[config.mk]
export PLATFORM = sky130hd
export DESIGN_NAME = projectile_pool
export DESIGN_NICKNAME = d
export VERILOG_FILES = /design/src/rtl/projectile_pool_pkg.sv /design/src/rtl/projectile_slot.sv /design/src/rtl/projectile_pool.sv
export SDC_FILE = /design/constraint.sdc
export NUM_CORES = 1
export LEC_CHECK = 0
export CAP_MARGIN = 20
export CORE_MARGIN = 2
export CORE_UTILIZATION = 30
export CTS_BUF_LIST = sky130_fd_sc_hd__clkbuf_8
export DETAILED_ROUTE_END_ITERATION = 10
export DONT_BUFFER_PORTS = 1
export SETUP_SLACK_MARGIN = 0.4
export SYNTH_ARGS = -nofsm -noshare
export SYNTH_HDL_FRONTEND = slang
export SYNTH_SLANG_ARGS = --single-unit
[constraint.sdc]
create_clock -name clk -period 3.6 [get_ports clk]
set_input_delay 0.72 -clock clk [delete_from_list [all_inputs] [get_ports clk]]
set_output_delay 0.72 -clock clk [all_outputs]
set_load 0.005 [all_outputs]
[src/rtl/projectile_pool_pkg.sv]
// Shared constants for the projectile pool.
// DIR_UP / DIR_DOWN select the travel direction of a pool. The default speed
// and vertical bounds come from the 640x480 visible screen area.
package projectile_pool_pkg;

  localparam bit DIR_UP   = 1'b0;
  localparam bit DIR_DOWN = 1'b1;

  localparam int SCREEN_H  = 480;
  localparam int DEF_Y_MIN = 0;
  localparam int DEF_Y_MAX = SCREEN_H - 1;
  localparam int DEF_SPEED = 4;

endpackage

[src/rtl/projectile_slot.sv]
// One projectile slot: a live flag plus the (x, y) position.
// Ports:
//   clk, rst         clock and synchronous active-high reset
//   load             spawn into this slot; honoured only while the slot is free
//   load_x, load_y   spawn position
//   hit              collision pulse; clears a live slot and keeps its position
//   frame            per-frame pulse; a live slot moves or retires
//   active, x, y     registered slot state
//   active_nxt       next-cycle live flag, used by the pool to keep live_count registered
// Priority per slot: rst > hit > frame move/retire > load.
module projectile_slot
  import projectile_pool_pkg::*;
#(
  parameter int X_W       = 10,
  parameter int Y_W       = 10,
  parameter bit DIRECTION = DIR_UP,
  parameter int SPEED     = DEF_SPEED,
  parameter int Y_MIN     = DEF_Y_MIN,
  parameter int Y_MAX     = DEF_Y_MAX
) (
  input  logic           clk,
  input  logic           rst,
  input  logic           load,
  input  logic [X_W-1:0] load_x,
  input  logic [Y_W-1:0] load_y,
  input  logic           hit,
  input  logic           frame,
  output logic           active,
  output logic           active_nxt,
  output logic [X_W-1:0] x,
  output logic [Y_W-1:0] y
);

  // Bounds are compared one bit wider than y so neither y+SPEED nor the
  // bound itself can wrap.
  localparam logic [Y_W:0]   SPD_W  = (Y_W+1)'(SPEED);
  localparam logic [Y_W:0]   LIM_UP = (Y_W+1)'(Y_MIN + SPEED);
  localparam logic [Y_W:0]   LIM_DN = (Y_W+1)'(Y_MAX);
  localparam logic [Y_W-1:0] SPD_N  = Y_W'(SPEED);

  logic           active_q, active_d;
  logic [X_W-1:0] x_q, x_d;
  logic [Y_W-1:0] y_q, y_d;
  logic [Y_W:0]   y_ext;
  logic [Y_W:0]   y_inc;
  logic [Y_W-1:0] y_step;
  logic           retire;

  always_comb begin
    y_ext  = {1'b0, y_q};
    y_inc  = y_ext + SPD_W;
    if (DIRECTION == DIR_DOWN) begin
      retire = (y_inc > LIM_DN);
      y_step = y_q + SPD_N;
    end else begin
      retire = (y_ext < LIM_UP);
      y_step = y_q - SPD_N;
    end
  end

  always_comb begin
    active_d = active_q;
    x_d      = x_q;
    y_d      = y_q;
    if (active_q && hit) begin
      active_d = 1'b0;
    end else if (active_q && frame) begin
      if (retire) active_d = 1'b0;
      else        y_d      = y_step;
    end else if (!active_q && load) begin
      active_d = 1'b1;
      x_d      = load_x;
      y_d      = load_y;
    end
  end

  always_ff @(posedge clk) begin
    if (rst) begin
      active_q <= 1'b0;
      x_q      <= '0;
      y_q      <= '0;
    end else begin
      active_q <= active_d;
      x_q      <= x_d;
      y_q      <= y_d;
    end
  end

  assign active     = active_q;
  assign active_nxt = active_d;
  assign x          = x_q;
  assign y          = y_q;

endmodule

[src/rtl/projectile_pool.sv]
// Pool of NUM_SLOTS vertical projectiles (lasers going up or bombs going down).
// Ports:
//   clk, rst                  clock and synchronous active-high reset
//   frame                     one-cycle pulse per video frame
//   spawn_valid/spawn_ready   spawn handshake; ready depends only on registers
//   spawn_x, spawn_y          spawn position (caller keeps y within bounds)
//   hit                       per-slot collision pulses
//   active                    per-slot live flags
//   pos_x, pos_y              flat position buses, slot i at [i*W +: W]
//   live_count                registered popcount of active
// Spawns go to the lowest-index free slot. After an accepted spawn, COOLDOWN
// frame pulses must pass before the next spawn is accepted.
module projectile_pool
  import projectile_pool_pkg::*;
#(
  parameter int NUM_SLOTS = 4,
  parameter int X_W       = 10,
  parameter int Y_W       = 10,
  parameter int SPEED     = DEF_SPEED,
  parameter bit DIRECTION = DIR_UP,
  parameter int Y_MIN     = DEF_Y_MIN,
  parameter int Y_MAX     = DEF_Y_MAX,
  parameter int COOLDOWN  = 8
) (
  input  logic                             clk,
  input  logic                             rst,
  input  logic                             frame,
  input  logic                             spawn_valid,
  output logic                             spawn_ready,
  input  logic [X_W-1:0]                   spawn_x,
  input  logic [Y_W-1:0]                   spawn_y,
  input  logic [NUM_SLOTS-1:0]             hit,
  output logic [NUM_SLOTS-1:0]             active,
  output logic [NUM_SLOTS*X_W-1:0]         pos_x,
  output logic [NUM_SLOTS*Y_W-1:0]         pos_y,
  output logic [$clog2(NUM_SLOTS+1)-1:0]   live_count
);

  localparam int CNT_W = $clog2(NUM_SLOTS + 1);
  localparam int CD_W  = (COOLDOWN > 0) ? $clog2(COOLDOWN + 1) : 1;

  logic [NUM_SLOTS-1:0] active_nxt;
  logic [NUM_SLOTS-1:0] load_vec;
  logic                 accept;
  logic                 found;
  logic [CD_W-1:0]      cd_q, cd_d;
  logic [CNT_W-1:0]     live_q, live_d;

  assign spawn_ready = (|(~active)) && (cd_q == '0);
  assign accept      = spawn_valid && spawn_ready;

  // Lowest-index free slot gets the load strobe.
  always_comb begin
    load_vec = '0;
    found    = 1'b0;
    for (int i = 0; i < NUM_SLOTS; i++) begin
      if (!active[i] && !found) begin
        load_vec[i] = accept;
        found       = 1'b1;
      end
    end
  end

  // A fresh accept reloads the cooldown even on a frame pulse.
  always_comb begin
    cd_d = cd_q;
    if (accept)                  cd_d = CD_W'(COOLDOWN);
    else if (frame && cd_q != 0) cd_d = cd_q - 1'b1;
  end

  always_comb begin
    live_d = '0;
    for (int i = 0; i < NUM_SLOTS; i++) live_d = live_d + CNT_W'(active_nxt[i]);
  end

  always_ff @(posedge clk) begin
    if (rst) begin
      cd_q   <= '0;
      live_q <= '0;
    end else begin
      cd_q   <= cd_d;
      live_q <= live_d;
    end
  end

  assign live_count = live_q;

  for (genvar g = 0; g < NUM_SLOTS; g++) begin : g_slot
    projectile_slot #(
      .X_W      (X_W),
      .Y_W      (Y_W),
      .DIRECTION(DIRECTION),
      .SPEED    (SPEED),
      .Y_MIN    (Y_MIN),
      .Y_MAX    (Y_MAX)
    ) u_slot (
      .clk       (clk),
      .rst       (rst),
      .load      (load_vec[g]),
      .load_x    (spawn_x),
      .load_y    (spawn_y),
      .hit       (hit[g]),
      .frame     (frame),
      .active    (active[g]),
      .active_nxt(active_nxt[g]),
      .x         (pos_x[g*X_W +: X_W]),
      .y         (pos_y[g*Y_W +: Y_W])
    );
  end

endmodule

# Word-level counts from Yosys, hierarchy flattened
# Cells that the tools add are included.
[op_classes]
reduce_logical = 41
n_eq_ne = 4
n_mux = 37
bitwise_logic = 9
order_cmp = 4
add_sub_neg = 8
[ops]
columns = ["op", "n"]
rows = [
  ["$mux W10", 12],
  ["$lt A10 B3 Y1 const B", 4],
  ["$sub A10 B3 Y10 const B", 4],
  ["$reduce_and A3 Y1", 8],
  ["$mux W1", 23],
  ["$logic_and A1 B1 Y1", 18],
  ["$reduce_bool A2 Y1", 5],
  ["$mux W4", 2],
  ["$ne A2 B2 Y1 const B", 4],
  ["$not A1 Y1", 8],
  ["$logic_not A1 Y1", 6],
  ["$logic_not A4 Y1", 1],
  ["$not A4 Y4", 1],
  ["$reduce_bool A4 Y1", 1],
  ["$reduce_or A4 Y1", 1],
  ["$sub A4 B1 Y4 const B", 1],
  ["$add A2 B1 Y3", 1],
  ["$add A3 B1 Y3", 1],
  ["$add A1 B1 Y2", 1],
  ["$reduce_or A2 Y1", 1],
]
[word_totals]
register_bits = 91
input_bits = 28
elab_cells = 118
out_inout_bits = 88

# Depth between registers and ports, before layout
[logic_depth]
depth_word = 14
mapped_depth = 11

# Cells and area by module
# A second synthesis with hierarchy kept.
[hier_totals]
hier_cells = 555
hier_area_um2 = 4529.3
[by_module_without_submodules]
columns = ["mod", "cells_each", "area_each_um2", "n_inst"]
rows = [
  ["projectile_slot", 126, 1017.2, 4],
  ["projectile_pool", 51, 460.4, 1],
]

# Least setup slack after synthesis
# Ideal clock, no wire load.
[synth_path]
path_kind = "input-to-reg"
start = "input port frame"
end = "register live_q[1] (netlist: live_count[1])"
stages = 9
slack_ns = 0.889
path_buffers = 1
arrival_ns = 2.583
setup_ns = 0.128
path_cell_list = "buf_2 > and4b_1 > a31oi_1 > o21ai_0 > fa_1 > inv_1 > ha_1 > ha_1 > nor2b_1"
[synth_between]
elab_chain_cells = 6
word_cells_on_any_way = 15
cone_classes = "3 x add/sub; 8 x mux; 4 x reduce/logical"
[synth_rtl]
columns = ["item", "line", "source"]
rows = [
  ["from (decl)", "projectile_pool.sv:27", "input logic frame,"],
  ["$logic_and A1 B1 Y1", "projectile_slot.sv:67", "end else if (active_q && frame) begin"],
  ["$mux W1", "projectile_slot.sv:67", ""],
  ["$mux W1", "projectile_slot.sv:65", "if (active_q && hit) begin"],
  ["$add A1 B1 Y2", "projectile_pool.sv:73", "for (int i = 0; i < NUM_SLOTS; i++) live_d = live_d + CNT_W'(active_nxt[i]);"],
  ["$add A2 B1 Y3", "projectile_pool.sv:73", ""],
  ["$add A3 B1 Y3 *", "projectile_pool.sv:73", ""],
  ["via live_d[1]", "projectile_pool.sv:47", "logic [CNT_W-1:0] live_q, live_d;"],
  ["to (signal assigned)", "projectile_pool.sv:82", "live_q <= live_d;"],
  ["to (decl)", "projectile_pool.sv:47", ""],
]
# The timed path passes the listed nets; every way through them passes the cells marked *.
# A chain may end at the register's enable or synchronous reset.

# Worst setup path in the final report
[layout_path]
start = "register g_slot[1].u_slot.y_q[2]"
end = "register live_q[1] (netlist: live_count[1])"
[layout_between]
elab_chain_cells = 7
[layout_rtl]
columns = ["item", "line", "source"]
rows = [
  ["from (decl)", "projectile_slot.sv:43", "logic [Y_W-1:0] y_q, y_d;"],
  ["from (signal assigned)", "projectile_slot.sv:85", "y_q <= y_d;"],
  ["$lt A10 B3 Y1", "projectile_slot.sv:56", "retire = (y_ext < LIM_UP);"],
  ["$mux W1", "projectile_slot.sv:68", "if (retire) active_d = 1'b0;"],
  ["$mux W1", "projectile_slot.sv:67", ""],
  ["$mux W1", "projectile_slot.sv:65", ""],
  ["$add A1 B1 Y2", "projectile_pool.sv:73", ""],
  ["$add A2 B1 Y3", "projectile_pool.sv:73", ""],
  ["$add A3 B1 Y3", "projectile_pool.sv:73", ""],
  ["via live_d[1]", "projectile_pool.sv:47", ""],
]
# The timed path passes the listed nets, and every way through them passes these cells.

==> results.ini <==
[clocking]
clk_pin_slew_ns = 0.10
cts-buffers-inserted = 9
bufs_on_longest_clock_path = 2
tritoncts = built
clkSinkCount = 91
cts_hold_repair.buffers = 0
cts_root_buf = clkbuf_8
clock_network_latency_to_the_later_pin_of_the_worst_skew_pair_ns = 0.38
post_cts_resized = 0
postcts_setup_bufs = 0
cts.htree.levels = 3

[critical_path]
timing.critical_path.mode_cell = ha_1
cp_cell_sequence = inv_1, ha_1, and4b_1, a31oi_1, o21ai_0, fa_1, inv_1, ha_1, ha_1, nor2b_1
critical_path_class = reg2reg
worstPathArrival_ns = 3.12
slowest_delay_ns = 0.54
r2r_start = g_slot[1].u_slot.y[2]
endpoint_kind_of_the_worst_setup_timing_path = flop
r2r_slack_ns = 0.77
critPathMaxFanout = 5
slowest_stage = fa_1
rr_worst_depth = 10
cp-endpoint = live_count[1]
critical_path.reg2reg.endpoint = live_count[1]
critical_path_required_ns = 3.89
startpoint_type = flop
crit_path_start = g_slot[1].u_slot.y[2]

[placement]
portBuffers = 0
dpl_cell_area_um2 = 4410
gp_routability_congestion = 0.857
hpwlAfterDp_um = 8990
place_worst_setup_slack_ns = 0.824
post-place-cells = 688

[timing]
setup_viol = 0
finalClockSkew_ns = 0.00763
final_period_minus_worst_setup_slack_ns = 2.83
report.final.hold_viol_count = 0
relSlewSlack = 0.498
tightest_slew_ns = 0.746
timing.final.max_slew_violations = 0
totalNegativeSetupSlack_ns = 0
grt_setup_unrepaired = false
postLayoutSetupSlackWorst_ns = 0.770
final_period_utilization = 0.786
max_clock_freq_mhz = 353

[drt]
drc = 0
drt_pass1_iterations = 5
ant_nets = 0
via_density_per_instance = 5.34
initialDrtViolationCount = 364
detailroute.via_count = 3758
wl_um = 12500
drt-wirelength-per-cell_um = 17.7

[floorplanning]
placement_rows = 43
die_width_um = 124
core_um2 = 14000
ios = 116
die_h_um = 124
dieArea_um2 = 15400
initial_core_util = 0.309

[logic_synthesis]
synthFlopType = dfxtp_1
synth.distinct_cells = 60
postSynth.asyncResetShare = 0
ys_seq_elements = 91
yosysTopAreaCellShare = 0.422
synth.area.top_cells = dfxtp_1 42%, nand2_1 9.9%, a21oi_1 8.6%, nor2_1 4.3%, mux2i_1 3.2%
number_of_enable_type_register_cells_in_the_synthesized_netlist = 0
yosys.area.top_type = dfxtp_1
synth_seq_area_share = 0.422
synthesis.instances = 538
mappedNetlistArea_um2 = 4320
synthesis.nets = 575
syn-mean-instance-area_um2 = 8.03
synth-warning-count = 0

[global_routing]
global_routing_usage_summed_across_all_routing_layers = 0.162
gr-total-overflow = 0
first_global_vias = 3311
wire_length_of_the_first_global_routing_pass_um = 18900
grt_max_degree = 93
antenna_violations_before_repair = 0

[worst_hold_path]
hold_start = rst
worstHoldPathType = in2reg

[final_layout]
diodes = 0
num-fill-cells = 1465
number_of_standard_cells_in_the_final_layout_excluding_fillers = 704
final_design_area_no_fill_um2 = 4610
area_growth_syn_to_layout_pct = 6.84
finalNetCount = 556
layout-drive-gt1-share = 0.0782

[outcome]
run_status = finished clean

[power]
leakage_nw = 1.71
ir_drop_mv = 0.239
power_density_nw_per_um2 = 618
total_power_mw = 2.85

[job]
max_cap_viol_count = 0

-- final cells by class --
cell class                 count  area (um^2)  share of cell area
clock inverter                 7         82.6              0.0179
sequential                    91         1820               0.395
multi-input combinational    398         2270               0.492
timing repair buffer           5         37.5             0.00814
clock buffer                   9          124              0.0269
inverter                      14         52.6              0.0114
tap                          180          225              0.0488
-- worst max-delay path, delay by kind of cell, from the launching register on --
kind / cells / cell delay, ns
fa+ha+maj: 4 / 1.19
compound gates: 2 / 0.62
flops: 1 / 0.43
simple gates: 2 / 0.37
buf+inv: 2 / 0.11
-- kinds of logic after synthesis --
kind of cell               Yosys count  share of synthesized area
muxes                               14                     0.0325
and+or+nand+nor                    230                      0.264
buffers and inverters               49                     0.0524
DFF                                 91                      0.422
adders and majority gates            9                     0.0278
AOI/OAI and AO/OA                  140                      0.191
xor gates and xnor gates             5                     0.0101
-- worst min path at each step --
| stage | depth (start not counted) | to | slack (ns) |
|---|---|---|---|
| 5_1_grt | 1 | g_slot[0].u_slot.y[2] | 0.39 |
| 3_3_place_gp | 2 | g_slot[0].u_slot.x[2] | 0.46 |
| 3_5_place_dp | 2 | g_slot[2].u_slot.x[4] | 0.47 |
| 4_1_cts | 1 | g_slot[1].u_slot.y[4] | 0.37 |
| 6_report | 1 | g_slot[0].u_slot.y[2] | 0.41 |
| 2_1_floorplan | 2 | g_slot[0].u_slot.x[0] | 0.45 |
-- state kept, by name (all words and copies together), names as in the netlist --
signal and count:
g_slot.u_slot.y 40, live_count 3, g_slot.u_slot.active 4, cd_q 4, g_slot.u_slot.x 40
-- metrics by stage --
step | hold slack [ns] | utilization
2_1_floorplan | 0.453 | -
3_3_place_gp | 0.464 | 0.315
3_5_place_dp | 0.466 | 0.315
4_1_cts | 0.369 | 0.330
5_1_grt | 0.385 | 0.330
6_report | 0.412 | 0.330
-- Yosys cell counts (all sizes together), types with 4 or more instances --
cell type	count
nand2	115
dfxtp	91
a21oi	75
nor2	49
o21ai	29
clkbuf	21
buf	14
inv	14
mux2i	14
nand2b	9
ha	8
nand3	7
nor2b	7
nor3	6
a211oi	5
a22o	5
and2	5
nor4	5
or3	5
a31oi	4
xor2	4
-- per-layer routing --
| metal | global-route usage | up-vias | part of all wire |
|---|---|---|---|
| li1 | - | 1821 | - |
| met1 | 0.206 | 1789 | 0.43 |
| met2 | 0.247 | 134 | 0.47 |
| met3 | 0.0563 | 14 | 0.084 |
| met4 | 0.0723 | 0 | 0.015 |
| met5 | 0 | - | 0 |
-- cell usage in the layout (no fill, tap or decap), types with 3 or more instances in the layout --
master	instances
inv_1	14
or4b_4	3
a211oi_1	5
nor2b_1	7
or3_1	3
clkbuf_8	9
nor3_1	6
nand2_1	114
o21ai_0	28
o211ai_1	3
nor4_1	4
nand2b_1	9
buf_4	5
mux2i_1	14
a31oi_1	4
xor2_1	4
dfxtp_1	91
a22oi_1	3
a21oi_1	74
ha_1	8
o31ai_1	3
nand3_1	6
and2_1	3
a22o_1	5
and3b_1	3
nor2_1	49
-- power breakdown --
part / switching, mW / internal, mW
combinational: 0.473 / 0.333
clock: 0.408 / 0.334
sequential: 0.162 / 1.14
Note: power is estimated with default switching activity, not from simulation.
